[config.mk]
export PLATFORM = sky130hd
export DESIGN_NAME = alu_operand_skid
export DESIGN_NICKNAME = d
export VERILOG_FILES = /design/src/rtl/alu_pkg.sv /design/src/rtl/payload_reg.sv /design/src/rtl/alu_operand_skid.sv
export SDC_FILE = /design/constraint.sdc
export NUM_CORES = 1
export LEC_CHECK = 0
export CORE_UTILIZATION = 25
export CTS_CLUSTER_DIAMETER = 200
export CTS_CLUSTER_SIZE = 10
export DETAILED_ROUTE_END_ITERATION = 7
export PLACE_DENSITY = 0.51
export SLEW_MARGIN = 20
export SYNTH_ARGS = -nofsm -noshare
export SYNTH_HDL_FRONTEND = slang
export SYNTH_HIERARCHICAL = 1
export SYNTH_SLANG_ARGS = --single-unit
[constraint.sdc]
create_clock -name clk -period 4.9 [get_ports clk]
set_input_delay 0.98 -clock clk [delete_from_list [all_inputs] [get_ports clk]]
set_output_delay 0.98 -clock clk [all_outputs]
set_load 0.02 [all_outputs]
[src/rtl/alu_pkg.sv]
// Shared types for the ALU operand staging logic: default operand width,
// ALU control code, the control half of the payload and the skid FSM states.
package alu_pkg;

    localparam int ALU_WIDTH = 64;

    typedef logic [2:0] aluop_t;

    // Control fields travelling with the operands. The operands themselves
    // are width-parameterised and packed alongside this struct in the top.
    typedef struct packed {
        logic   alusrc;
        aluop_t aluop;
    } alu_ctl_t;

    // Occupancy of the two-entry skid buffer.
    typedef enum logic [1:0] {
        ST_EMPTY = 2'd0,
        ST_ONE   = 2'd1,
        ST_TWO   = 2'd2
    } skid_state_e;

endpackage

[src/rtl/payload_reg.sv]
// Enable-loaded payload register with asynchronous active-low clear.
module payload_reg #(
    parameter int W = 8
) (
    input  logic         clk,
    input  logic         reset,
    input  logic         load,
    input  logic [W-1:0] d,
    output logic [W-1:0] q
);

    // Capture d when load is high; clear to zero while reset is low.
    always_ff @(posedge clk or negedge reset) begin
        if (!reset) begin
            q <= '0;
        end else if (load) begin
            q <= d;
        end
    end

endmodule

[src/rtl/alu_operand_skid.sv]
// Two-entry skid buffer between register read and the ALU operand muxes.
// The main register drives out_*; the skid register absorbs one extra entry
// so in_ready can be a pure decode of the state register.
//
// Handshake: an entry moves on a port at a rising clk edge when valid and
// ready are both 1. out_valid and in_ready depend only on the state register;
// the presented payload never changes while out_valid=1 and out_ready=0.
module alu_operand_skid
    import alu_pkg::*;
#(
    parameter int WIDTH = ALU_WIDTH
) (
    input  logic             clk,
    input  logic             reset,
    input  logic             flush,
    input  logic             in_valid,
    output logic             in_ready,
    input  logic [WIDTH-1:0] in_a,
    input  logic [WIDTH-1:0] in_b,
    input  logic [WIDTH-1:0] in_imm,
    input  logic             in_alusrc,
    input  aluop_t           in_aluop,
    output logic             out_valid,
    input  logic             out_ready,
    output logic [WIDTH-1:0] out_a,
    output logic [WIDTH-1:0] out_b,
    output logic [WIDTH-1:0] out_imm,
    output logic             out_alusrc,
    output aluop_t           out_aluop,
    output skid_state_e      dbg_state
);

    localparam int PW = 3 * WIDTH + $bits(alu_ctl_t);

    skid_state_e   state, state_next;
    logic          main_load, skid_load, main_from_skid;
    logic          accept, consume;
    alu_ctl_t      in_ctl, out_ctl;
    logic [PW-1:0] in_pl, main_d, main_q, skid_q;

    assign in_ctl.alusrc = in_alusrc;
    assign in_ctl.aluop  = in_aluop;
    assign in_pl         = {in_a, in_b, in_imm, in_ctl};

    assign in_ready  = (state != ST_TWO);
    assign out_valid = (state != ST_EMPTY);
    assign dbg_state = state;

    assign accept  = in_valid & in_ready;
    assign consume = out_valid & out_ready;

    // State register, cleared to EMPTY asynchronously.
    always_ff @(posedge clk or negedge reset) begin
        if (!reset) begin
            state <= ST_EMPTY;
        end else begin
            state <= state_next;
        end
    end

    // Next state and register load enables; flush overrides everything.
    always_comb begin
        state_next     = state;
        main_load      = 1'b0;
        skid_load      = 1'b0;
        main_from_skid = 1'b0;
        if (flush) begin
            state_next = ST_EMPTY;
        end else begin
            unique case (state)
                ST_EMPTY: begin
                    if (accept) begin
                        state_next = ST_ONE;
                        main_load  = 1'b1;
                    end
                end
                ST_ONE: begin
                    if (accept && !consume) begin
                        state_next = ST_TWO;
                        skid_load  = 1'b1;
                    end else if (consume && !accept) begin
                        state_next = ST_EMPTY;
                    end else if (accept && consume) begin
                        main_load  = 1'b1;
                    end
                end
                ST_TWO: begin
                    if (consume) begin
                        state_next     = ST_ONE;
                        main_load      = 1'b1;
                        main_from_skid = 1'b1;
                    end
                end
                default: state_next = ST_EMPTY;
            endcase
        end
    end

    assign main_d = main_from_skid ? skid_q : in_pl;

    payload_reg #(.W(PW)) u_main (
        .clk   (clk),
        .reset (reset),
        .load  (main_load),
        .d     (main_d),
        .q     (main_q)
    );

    payload_reg #(.W(PW)) u_skid (
        .clk   (clk),
        .reset (reset),
        .load  (skid_load),
        .d     (in_pl),
        .q     (skid_q)
    );

    assign {out_a, out_b, out_imm, out_ctl} = main_q;
    assign out_alusrc = out_ctl.alusrc;
    assign out_aluop  = out_ctl.aluop;

endmodule

* Word-level counts from Yosys, hierarchy flattened
Cells that the tools add are included.
** Storage, ports and cells
- ROM bits :: 0
- Logic and storage cells :: 38
- Bits of input ports :: 201
- Memories :: 0
- Latch bits :: 0
- RAM bits :: 0
- Output and inout bits :: 200
- Register bits :: 394
** Cells by class
- Bitwise gates (word level) :: 2
- Shift-type cells :: 0
- $add $sub $neg :: 0
- Div/mod/pow operators :: 0
- Multiply operators :: 0
- Mux-type cells :: 19
- Order comparisons :: 0
- Reduce and logical (&&, ||, !) cells :: 8
- Eq/ne operators :: 6
** Operator list (number)
- 196-bit two-way mux :: 1
- 1-bit two-way mux :: 11
- 2-bit two-way mux :: 5
- 3-bit != test (second input constant) :: 2
- 2-bit case mux with 3 select lines :: 1
- 4-bit != test (second input constant) :: 1
- 1-bit logical AND :: 3
- 1-bit case mux with 3 select lines :: 1
- 3-bit AND reduction :: 1
- 1-bit bitwise AND :: 2
- 2-bit by 1-bit == test with 1-bit output (second input constant) :: 1
- 2-bit == test (second input constant) :: 1
- 1-bit logical NOT :: 2
- 2-bit logical NOT :: 1
- 2-bit != test (second input constant) :: 1
- 2-bit nonzero test :: 1

* Depth between registers and ports, before layout
- Word-level depth :: 8
- Mapped depth :: 7
- Gate-level depth less buffers :: 4

* Modules after synthesis
Netlist, hierarchy kept.
** Modules (own cells, without submodules)
- payload_reg :: cells each 414, instances 2, area an instance 7853.8 um2, seq. area each 4904.7 um2
- alu_operand_skid :: cells each 232, instances 1, area an instance 2513.7 um2, seq. area each 50.0 um2

* Least setup slack after synthesis
Ideal clock, no wire load.
- Kind :: input to register
- Start point :: input in_valid
- End point :: register u_main.q[100]
- Cell stages on the path :: 7
- Slack :: 2598 ps
- Arrival :: 2177 ps
- Buffers on the path :: 3
- Library setup time :: 125 ps
- Data required time :: 4775 ps
- Cell sequence :: nor2b_1 o21bai_1 a21oi_1 buf_6 buf_6 buf_6 mux2_4
** Between the ends
- Word-level cells in the longest chain between the ends :: 7
- Elaborated cells between the ends (all ways) :: 11
- Those cells by class :: mux (6); bitwise (1); reduce/logical (4)
** RTL lines
- start: declaration :: RTL line alu_operand_skid.sv:16 : input logic in_valid,
- 1-bit bitwise AND (*) :: RTL line alu_operand_skid.sv:49 : assign accept = in_valid & in_ready;
- 1-bit logical AND or 1-bit logical NOT (tied branches) :: RTL line alu_operand_skid.sv:83, alu_operand_skid.sv:81
- 1-bit two-way mux or 1-bit logical AND (tied branches) :: RTL line alu_operand_skid.sv:83, alu_operand_skid.sv:81
- 1-bit two-way mux :: RTL line alu_operand_skid.sv:81 : end else if (consume && !accept) begin
- 1-bit two-way mux :: RTL line alu_operand_skid.sv:78 : if (accept && !consume) begin
- 1-bit case mux with 3 select lines (*) :: RTL line alu_operand_skid.sv:70 : unique case (state)
- 1-bit two-way mux (*) :: RTL line alu_operand_skid.sv:67 : if (flush) begin
- via main_load :: RTL line alu_operand_skid.sv:36 : logic main_load, skid_load, main_from_skid;
- end signal: assignment :: RTL line payload_reg.sv:15 : q <= '0;
- end signal: assignment :: RTL line payload_reg.sv:17 : q <= d;
- end: declaration :: RTL line payload_reg.sv:9 : output logic [W-1:0] q
The timed path passes the listed nets; every way through them passes the cells marked *.
A chain may end at the register's enable or synchronous reset.

* Worst setup path after layout
- Start point :: input in_valid
- End point :: register u_main.q[9]
Same word-level chain as after synthesis.

==> flow_summary.json <==
{
  "finalPower_w": 0.0103,
  "final_nets": 1672,
  "yosysUniqueCellTypes": 19,
  "grt_max_degree": 112,
  "path_clk_slew_ps": 60,
  "ir_worst_vdd_mv": 0.239,
  "finalCritPeriodShare_pct": 58.5,
  "cts_made_buffers": 45,
  "min-delay-path-class": "input port to asynchronous set/reset pin",
  "clk-insertion-delay-late_ps": 570,
  "multi_input_area_mm2": 0.00778,
  "crit_path_end_kind": "flip-flop",
  "fmax_mhz": 349,
  "die_area_mm2": 0.0740,
  "async_flop_share_pct": 100,
  "drive_gt1_share_pct": 44.2,
  "synth_common_cells": "dfrtp_1, mux2_2, mux2_4",
  "initial_utilization_pct": 25.4,
  "grt.overflow.total": 0,
  "track_usage_pct": 12.6,
  "register_area_mm2": 0.00986,
  "synth_top_cell_by_area": "dfrtp_1",
  "synth_top_family_by_area": "multiplexers",
  "synthXorXnorAreaFrac_pct": 0,
  "pre_cts_ws_ps": 1430,
  "max_cap_viol_count": 0,
  "cts_resized": 0,
  "grt_pass1_wl_um": 72600,
  "grt_pass1_vias": 11500,
  "worstMarginPinSlew_ps": 801,
  "cts_tree": "done",
  "status": "complete, no violations",
  "wire_per_inst_um": 19.3,
  "synth_enable_flop_cells": 0,
  "cp-start-kind": "input port",
  "synthesis.nets": 1261,
  "finClkSkew_ps": 25.1,
  "avgViaCountPerCell": 4.18,
  "pwr_density_cell_mw_per_mm2": 422,
  "syn_to_final_growth_pct": 34.1,
  "wl_um": 46900,
  "synth.top_cell.area_share_pct": 54.1,
  "nFillCells": 6985,
  "die_y_um": 272,
  "cts_setup_buffers": 0,
  "cp_max_fo": 21,
  "pin_count": 401,
  "rows": 98,
  "synth-seq-cells": 394,
  "p_leak_nw": 10.2,
  "finalSetupTns_ps": 0,
  "synth-main-ff-cell": "dfrtp_1",
  "clock_sinks": 394,
  "slew_viol_final": 0,
  "syn_avg_cell_area_um2": 17.2,
  "criticalPathCategory": "input port to flip-flop",
  "cts-htree-levels": 2,
  "synth_most_common_cell": "dfrtp_1",
  "clockBufferDepth": 3,
  "ant_nets": 0,
  "synth_compound_area_share_pct": 0.144,
  "die_w_um": 272,
  "hold_viol_final": 0,
  "synthMuxAreaShare_pct": 42.1,
  "synth_fa_ha_area_share_pct": 0,
  "seq_area_frac_synth_pct": 54.1,
  "vias": 10100,
  "antenna_found_initial": 4,
  "drc_errors": 0,
  "port_buffers": 400,
  "drt_iter0_markers": 302,
  "core-area_mm2": 0.0719,
  "fin_crit_ps": 2870,
  "synthCells": 1060,
  "place_hpwl_um": 30600,
  "cp_data_arrival_time_ps": 3320,
  "worst_slack_ps": 2030,
  "synth_area_mm2": 0.0182,
  "drtPass1Iterations": 4,
  "ctsHoldBuffers": 0,
  "cts-root-buf": "clkbuf_16",
  "rsz0062_at_grt": "no",
  "setup_viol": 0,
  "yosys-top-cells-area": "dfrtp_1, mux2_4, mux2_2",
  "slew_headroom_pct": 46.6,
  "cp.required_ps": 5350,
  "ys_warn_count": 6,
  "gp_congestion": 0.761,
  "synthSimpleGateAreaFrac_pct": 0.364
}
## flip-flops by register name (all words and copies together), names as in the netlist
signal / count
dbg_state: 2
u_skid/q: 196
u_main/q: 196
## cell type report
type / count / share of cell area [%]
clock inverter: 2 / 0.0717
antenna: 2 / 0.0205
timing repair buffer: 429 / 18.0
clock buffer: 47 / 4.81
multi-input combinational: 601 / 31.9
sequential: 394 / 40.4
tap: 950 / 4.87
## where the power goes
part	internal [W]	switching, W
Sequential	0.00406	0.000442
Clock	0.00168	0.00130
Combinational	0.00174	0.00109
## layout by cell type, fill, tap and decap left out, types with 2 or more instances in the layout
cell               n
buf_4             15
mux2_4           280
mux2_2           287
clkdlybuf4s50_1  399
dfrtp_1          394
nand2_1            2
mux2_1            21
diode_2            2
buf_12            14
clkbuf_16         47
## cell families after synthesis
logic type / after synthesis
flip-flops: 394
AND/OR/NAND/NOR: 9
buffers and inverters: 65
multiplexers: 588
AO/OA/AOI/OAI: 4
## path summary, 6_finish.rpt
check,end,startpoint,slack [ps],cells after the start
max,u_main/q[9],in_valid,2030,7
min,u_skid/q[141],reset,440,1
max reg2reg,u_main/q[135],dbg_state[0],2400,6
min reg2reg,u_skid/q[130],u_skid/q[130],500,1
max in group asynchronous,u_main/q[117],reset,3290,2
min in group clk,u_skid/q[130],u_skid/q[130],500,1
## routing by layer
| metal | global-route usage (%) | wire (um) | up-vias |
|---|---|---|---|
| li1 | - | - | 4602 |
| met5 | 0 | 25 | - |
| met3 | 3.12 | 2380 | 62 |
| met4 | 3.99 | 1110 | 4 |
| met2 | 21.3 | 23200 | 212 |
| met1 | 15.7 | 20200 | 5262 |
## worst max-delay path, stage by stage
cell and delay (ps):
clkdlybuf4s50_1 470, nor2b_1 210, o21bai_1 170, a21oi_4 560
buf_12 310, buf_12 230, mux2_2 350
## per-stage QoR
| stage | hold WS [ps] | cell area [um2] | util [%] | instances |
|---|---|---|---|---|
| after floorplan | 475 | 18200 | - | 1060 |
| after global placement | 483 | 23200 | 32.3 | 2374 |
| after detailed placement | 488 | 23200 | 32.3 | 2374 |
| after CTS | 463 | 24400 | 34.0 | 2423 |
| after global routing | 493 | 24400 | 34.0 | 2425 |
| final | 440 | 24400 | 34.0 | 2425 |
(Power assumes the default switching activity.)
